**src/rtl/nibble_gather_pkg.sv**
```systemverilog
// Shared defaults and sizing helpers for the nibble_gather block.
package nibble_gather_pkg;

  localparam int NLANES_DEF = 8;
  localparam int LANE_W_DEF = 4;

  // Width needed to hold a lane count in the range 0..n.
  function automatic int count_w(input int n);
    return $clog2(n + 1);
  endfunction

endpackage

```
**src/rtl/nibble_lane.sv**
```systemverilog
// One capture register of the gather array: LANE_W bits, synchronous clear,
// loaded when its write enable is high.
module nibble_lane #(
  parameter int LANE_W = 4
) (
  input  logic              clk,
  input  logic              clr_i,
  input  logic              we_i,
  input  logic [LANE_W-1:0] d_i,
  output logic [LANE_W-1:0] q_o
);

  logic [LANE_W-1:0] q_q;

  // Capture the nibble when this lane is selected; clear takes priority.
  always_ff @(posedge clk) begin
    if (clr_i) begin
      q_q <= '0;
    end else if (we_i) begin
      q_q <= d_i;
    end
  end

  assign q_o = q_q;

endmodule

```
**src/rtl/nibble_gather.sv**
```systemverilog
// nibble_gather: collects a serial stream of LANE_W-bit nibbles into an
// NLANES*LANE_W word presented on a valid/ready output. The first nibble of a
// word lands in lane 0 (LSBs). Lanes refill while the previous word is held.
// Optional feature: define NIBBLE_GATHER_FLUSH_EN to add the in_flush port,
// which emits a partially filled word with the unfilled lanes read as zero.
module nibble_gather
  import nibble_gather_pkg::*;
#(
  parameter int NLANES = NLANES_DEF,
  parameter int LANE_W = LANE_W_DEF
) (
  input  logic                         clk,
  input  logic                         rst,
  input  logic                         in_valid,
  input  logic [LANE_W-1:0]            in_data,
  output logic                         in_ready,
`ifdef NIBBLE_GATHER_FLUSH_EN
  input  logic                         in_flush,
`endif
  output logic                         out_valid,
  output logic [NLANES*LANE_W-1:0]     out_data,
  output logic [count_w(NLANES)-1:0]   out_count,
  input  logic                         out_ready
);

  localparam int PTR_W = $clog2(NLANES);
  localparam int CNT_W = count_w(NLANES);
  localparam int WORD_W = NLANES * LANE_W;
  localparam logic [PTR_W-1:0] LAST = PTR_W'(NLANES - 1);

  logic [PTR_W-1:0]  ptr_q;
  logic [PTR_W-1:0]  ptr_d;
  logic              out_valid_q;
  logic [WORD_W-1:0] out_data_q;
  logic [CNT_W-1:0]  out_count_q;

  logic [NLANES-1:0] lane_we;
  logic [WORD_W-1:0] lane_q;
  logic [WORD_W-1:0] word_d;
  logic [CNT_W-1:0]  count_d;

  logic hold_block;
  logic flush_req;
  logic accept;
  logic complete;
  logic flush_go;
  logic emit;

  // A held word that is not being taken this cycle blocks a new emission.
  assign hold_block = out_valid_q & ~out_ready;

`ifdef NIBBLE_GATHER_FLUSH_EN
  assign flush_req = in_flush;
`else
  assign flush_req = 1'b0;
`endif

  // Independent of in_valid so that no combinational loop can form upstream.
  assign in_ready = ~rst & ~(((ptr_q == LAST) | flush_req) & hold_block);
  assign accept   = in_valid & in_ready;
  assign complete = accept & (ptr_q == LAST);
  // A flush needs something to emit: a filled lane or a nibble arriving now.
  assign flush_go = flush_req & ~rst & ~hold_block & ((ptr_q != '0) | accept);
  assign emit     = complete | flush_go;

  // Decode the write pointer into one lane write enable.
  always_comb begin
    lane_we = '0;
    if (accept) begin
      lane_we[ptr_q] = 1'b1;
    end
  end

  nibble_lane #(.LANE_W(LANE_W)) lane [NLANES-1:0] (
    .clk   (clk),
    .clr_i (rst),
    .we_i  (lane_we),
    .d_i   (in_data),
    .q_o   (lane_q)
  );

  // Assemble the outgoing word: filled lanes, the nibble arriving this cycle
  // in the current lane, zero above it (stale lane contents never escape).
  always_comb begin
    word_d = '0;
    for (int k = 0; k < NLANES; k++) begin
      if (PTR_W'(k) < ptr_q) begin
        word_d[k*LANE_W +: LANE_W] = lane_q[k*LANE_W +: LANE_W];
      end else if ((PTR_W'(k) == ptr_q) && accept) begin
        word_d[k*LANE_W +: LANE_W] = in_data;
      end
    end
    count_d = accept ? (CNT_W'(ptr_q) + CNT_W'(1)) : CNT_W'(ptr_q);
  end

  // Next write pointer: restart at lane 0 whenever a word leaves.
  always_comb begin
    ptr_d = ptr_q;
    if (emit) begin
      ptr_d = '0;
    end else if (accept) begin
      ptr_d = ptr_q + PTR_W'(1);
    end
  end

  // Write pointer register.
  always_ff @(posedge clk) begin
    if (rst) begin
      ptr_q <= '0;
    end else begin
      ptr_q <= ptr_d;
    end
  end

  // Output word register: load on emission, drop valid once taken.
  always_ff @(posedge clk) begin
    if (rst) begin
      out_valid_q <= 1'b0;
      out_data_q  <= '0;
      out_count_q <= '0;
    end else if (emit) begin
      out_valid_q <= 1'b1;
      out_data_q  <= word_d;
      out_count_q <= count_d;
    end else if (out_ready) begin
      out_valid_q <= 1'b0;
    end
  end

  assign out_valid = out_valid_q;
  assign out_data  = out_data_q;
  assign out_count = out_count_q;

endmodule

```
**config.mk**
```make
export PLATFORM = sky130hd
export DESIGN_NAME = nibble_gather
export DESIGN_NICKNAME = d
export VERILOG_FILES = /design/src/rtl/nibble_gather_pkg.sv /design/src/rtl/nibble_lane.sv /design/src/rtl/nibble_gather.sv
export SDC_FILE = /design/constraint.sdc
export NUM_CORES = 1
export LEC_CHECK = 0
export ABC_AREA = 1
export CORE_ASPECT_RATIO = 0.5
export CORE_UTILIZATION = 51
export DETAILED_ROUTE_END_ITERATION = 6
export PLACE_DENSITY = 0.76
export SLEW_MARGIN = 10
export SYNTH_ARGS = -nofsm -noshare
export SYNTH_HDL_FRONTEND = slang
export SYNTH_SLANG_ARGS = --single-unit
```
**constraint.sdc**
```tcl
create_clock -name clk -period 3.7 [get_ports clk]
set_clock_uncertainty 0.15 [all_clocks]
set_input_delay 0.37 -clock clk [delete_from_list [all_inputs] [get_ports clk]]
set_output_delay 0.37 -clock clk [all_outputs]
set_load 0.005 [all_outputs]
```
### Yosys cells after proc, flatten, opt, wreduce, memory -nomap -nowiden

Index checks and enable logic that the tools add are counted.

* flip-flop bits (word level): 72
* input bits: 8
* output and inout port bits: 38
* word-level logic and storage cells: 74

* add/subtract/negate cells: 2
* magnitude comparators: 10
* equal/unequal tests: 8
* muxes and demuxes: 22
* bitwise gates (word level): 8
* reduce and logical (&&, ||, !) cells: 12

Operators by type and width (count)
* 4-bit 2-to-1 mux: 17
* 3-bit == test (first input constant): 4
* 3-bit less-than comparator (first input constant): 4
* 1-bit logical AND: 9
* 8-bit 2-to-1 mux: 1
* 2-bit by 3-bit == test with 1-bit output (first input constant): 2
* 1-bit by 3-bit less-than comparator with 1-bit output (first input constant): 2
* 2-bit by 3-bit less-than comparator with 1-bit output (first input constant): 2
* 1-bit bitwise AND: 5
* 3-bit by 1-bit adder with 4-bit output (second input constant): 1
* 3-bit by 4-bit less-than comparator with 1-bit output (second input constant): 1
* 3-bit by 1-bit adder with 3-bit output (second input constant): 1
* 1-bit demux with 3-bit select: 1
* 1-bit by 3-bit == test with 1-bit output (first input constant): 1
* 3-bit == test (second input constant): 1
* 3-bit by 1-bit >= comparator with 1-bit output (second input constant): 1
* 3-bit zero test: 1
* 1-bit 2-to-1 mux: 3
* 1-bit inverter: 3
* 2-bit nonzero test: 1
* 2-bit OR reduction: 1

### Longest topological paths before layout

* depth in word-level cells: 9
* gate-level depth with buffers: 10
* mapped depth without buffers: 9

### Hierarchy

A second synthesis with hierarchy kept.

* cell total of the unflattened synthesis: 507
* area, all modules: 3330.7 µm²

By module, submodules not included
* nibble_gather: times used 1, cells each 325, area an instance 2122.0 µm², sequential area each 800.8 µm²
* nibble_lane: times used 7, cells each 26, area an instance 172.7 µm², sequential area each 80.1 µm²

### Least setup slack after synthesis

No wires, ideal clock.

* path type: register to register
* from: reg ptr_q[1]
* to: reg lane[6].q_q[3]
* setup time: 0.132 ns
* data arrival time: 1.509 ns
* required time: 3.418 ns
* setup slack: 1.908 ns
* cell stages (with the launch flop): 9
* buffers on the path: 0
* clock period less this slack: 1.792 ns
* path through: dfxtp_1 -> ha_1 -> ha_1 -> nand3_1 -> nand3_4 -> nor2_2 -> nand2_1 -> nand2_1 -> a21oi_1

* cells in the longest elaborated chain, start to end: 6
* elaborated cells on any way between the ends: 11
* those cells by class: order compare (2); eq/ne (1); mux (3); bitwise (4); reduce/logical (1)

RTL lines
* start: declaration: RTL line nibble_gather.sv:31 `logic [PTR_W-1:0] ptr_q;`
* start signal: assignment: RTL line nibble_gather.sv:111 `ptr_q <= ptr_d;`
* parallel branches: the longest is 5 deep, another holds 3-bit by 4-bit less-than comparator with 1-bit output
* 8-bit 2-to-1 mux (*): RTL line nibble_gather.sv:69 `if (accept) begin`
* end signal: assignment: RTL line nibble_lane.sv:20 `q_q <= d_i;`
* end: declaration: RTL line nibble_lane.sv:13 `logic [LANE_W-1:0] q_q;`

Every way passes the cells marked *.
A chain may end at the register's enable or synchronous reset.

### Worst setup path in the final report

* from: reg ptr_q[0]
* to: reg out_data_q[24] (netlist: out_data[24])

* cells in the longest elaborated chain, start to end: 8
* elaborated cells on any way between the ends: 11
* those cells by class: order compare (1); eq/ne (2); mux (2); bitwise (5); reduce/logical (1)

RTL lines
* 3-bit == test: RTL line nibble_gather.sv:59, nibble_gather.sv:61
* 1-bit bitwise AND: RTL line nibble_gather.sv:59 `assign in_ready = ~rst & ~(((ptr_q == LAST) | flush_req) & hold_block);`
* 1-bit inverter: RTL line nibble_gather.sv:59
* 1-bit bitwise AND: RTL line nibble_gather.sv:59
* 1-bit bitwise AND: RTL line nibble_gather.sv:60 `assign accept = in_valid & in_ready;`
* 1-bit logical AND: RTL line nibble_gather.sv:89 `end else if ((PTR_W'(k) == ptr_q) && accept) begin`
* 4-bit 2-to-1 mux: RTL line nibble_gather.sv:89
* 4-bit 2-to-1 mux: RTL line nibble_gather.sv:87 `if (PTR_W'(k) < ptr_q) begin`
* end signal: assignment: RTL line nibble_gather.sv:123 `out_data_q <= word_d;`
* end: declaration: RTL line nibble_gather.sv:34 `logic [WORD_W-1:0] out_data_q;`

Several ways; a longest one is shown, not always the timed one.

==> results.toml <==
[pwr]
p_leak_nw = 1.58
peakVddDrop_mv = 0.269
power.density_mw_per_mm2 = 451

[synthesis]
synth_edf_count = 0
synth_top_family_by_area = "simple AND/OR/NAND/NOR gates"
synth_nets = 414
synthMuxAreaShare = 0
yosys.area_share.adder = 0.0173
synth_area_per_cell_um2 = 7.19
postSynth.asyncResetShare = 0
synth_top_flop_cell = "dfxtp_1"
synth_compound_area_frac = 0.128
netlist.top_cell.by_area = "dfxtp_1"
synth.distinct_cells = 24
syn_area_mm2 = 0.00289
synth.most_common_cell = "nand2_1"
ys_top_cells_by_area = "dfxtp_1 (47%), nand2_1 (19%), a21oi_1 (6.4%)"
synth_seq_cells = 68
ys_seq_area_frac = 0.471
ys_top_cells_by_count = "nand2_1 (143), dfxtp_1 (68), a21oi_1 (37), nor2_1 (37), inv_1 (25)"
synth_top_cell_area_share = 0.471
synth_simple_gate_area_frac = 0.320
syn-instance-count = 402
synth_xor_area_frac = 0
yosysWarnings = 0

[setup_path]
reg2reg_depth = 8
startpoint = "ptr_q[0]"
required_ns = 3.83
crit_arrival_ns = 2.86
worstSetupEndpointType = "flop"
timing.rr.start = "ptr_q[0]"
start_kind = "flop"
crit_type = "flop to flop"
crit_fanout = 31

[grt]
antenna_found_initial = 0
grt_start_max_net_pins = 47
grt_overflow = 0
grt.total_usage = 0.256
grt_pass1_vias = 2474
grt_pass1_wl_um = 11800

[sta]
setup_viol = 0
clock.fmax_ghz = 0.367
timing.final.hold_violations = 0
grt_setup_unrepaired = "false"
post-route-period-util = 0.737
holdWs_ns = 0.312
post-route-min-period_ns = 2.73
relSlewSlack = 0.463
tightestPinTransition_ns = 0.803
tns_ns = 0
maxSlewViolCount = 0

[cells_and_area]
fill_cells = 422
synthToLayoutAreaGrowth_pct = 26.8
ff_latch_area_mm2 = 0.00136
final_layout_size_suffix_gt1_frac = 0.0689
nets = 457
multi_input_area_mm2 = 0.00135
diodes = 0

[floorplan]
io_pins = 46
initial_core_util = 0.558
row_count = 18
die_y_um = 55.2
die_w_um = 108
fp.coreArea_mm2 = 0.00518
die_area_mm2 = 0.00599

[drt]
wl_per_cell_um = 13.8
drtPass1Iterations = 5
drt_wl_total_um = 7190
viasPerCell = 5.26
vias = 2734
ant_nets = 0
drt_iter0_drc = 314
remaining_drc_errors = 0

[clocking]
cts_tree = "built"
htree_levels = 3
cts_hold_buf = 0
clkTransAtPathRegs_ns = 0.06
cts_max_path_buffers = 2
insertion_delay_ns = 0.33
cts_sinks = 68
cts_made_buffers = 9
post_cts_resized = 0
cts_setup_buffers = 0
clockRootBuffer = "clkbuf_16"

[min_path]
hold_depth = 2
min-delay-start = "lane[5].q_o[3]"
min_path_type = "flop to flop"

[placement]
port_buffers = 45
dp_hpwl_um = 4820
gp_congestion = 0.806

[run_status]
status = "finished, final reports clean"

[job]
maxCapViolCount = 0
## critical path, cell delays in order, from the launching register on
cell and delay [ns]:
dfxtp_1 0.55, ha_1 0.22, ha_1 0.22, nand4_2 0.66
nor2_1 0.54, nand2_1 0.09, nand3_1 0.12, nand2_1 0.06
inv_1 0.06
## layer usage
layer / GRT usage / wire length (um) / vias up
li1: - / - / 1377
met1: 0.365 / 3390 / 1231
met2: 0.365 / 3110 / 113
met3: 0.0826 / 598 / 13
met4: 0.0753 / 90 / 0
met5: 0 / 0 / -
## through the flow
stage / std cells / setup slack [ns] / util / total power [mW] / cell area [um^2]
global placement: 504 / 1.12 / 0.652 / 0.854 / 3380
detailed placement: 504 / 1.06 / 0.652 / 0.857 / 3380
global route: 520 / 0.744 / 0.707 / 1.71 / 3660
CTS: 520 / 1.03 / 0.707 / 1.65 / 3660
finish: 520 / 0.973 / 0.707 / 1.65 / 3660
floorplan: 402 / 1.91 / - / 0.824 / 2890
## logic make-up (layout without fill, tap and decap cells)
family / after synthesis / after routing
AND/OR/NAND/NOR: 219 / 219
flip-flops: 68 / 68
AO/OA/AOI/OAI: 66 / 66
buffers and inverters: 45 / 93
adder cells (fa/ha/maj): 4 / 4
## flip-flops by register name, indices dropped and copies added, names as in the netlist
| signal | cells |
|---|---|
| out_count | 4 |
| lane.q_o | 28 |
| ptr_q | 3 |
| out_valid | 1 |
| out_data | 32 |
## area by class of cell
cell class,instances,share of cell area
inverter,29,0.0297
clock inverter,5,0.00990
multi-input combinational,289,0.367
sequential,68,0.371
tap,70,0.0239
clock buffer,11,0.0690
timing repair buffer,48,0.129
## report_power, final
group	internal (mW)	switching (mW)
registers	0.741	0.0102
clock network	0.489	0.318
logic	0.0274	0.0656
## worst paths after layout
kind	to	slack [ns]
setup / recovery	out_data[24]	0.97
hold / removal	lane[5].q_o[3]	0.31
setup reg to reg	out_data[24]	0.97
hold reg to reg	lane[5].q_o[3]	0.31
## cell usage in the layout, fill, tap and decap left out
cell and count:
nand3_4 1, a21oi_1 37, clkinv_1 1, buf_4 3
clkinvlp_4 3, nand3_1 23, nand2_1 143, clkdlybuf4s50_1 45
nand4_1 2, nor2_1 37, ha_1 4, dfxtp_1 68
nor2_2 5, o21ai_0 13, inv_2 3, a22oi_1 10
inv_1 25, nand4_2 1, clkbuf_8 2, clkbuf_16 9
a211oi_1 2, clkinv_4 1, clkinv_2 1, nor3_1 4
nor3_4 2, nor3b_1 1, a21boi_0 4
Note: power is estimated with default switching activity, not from simulation.
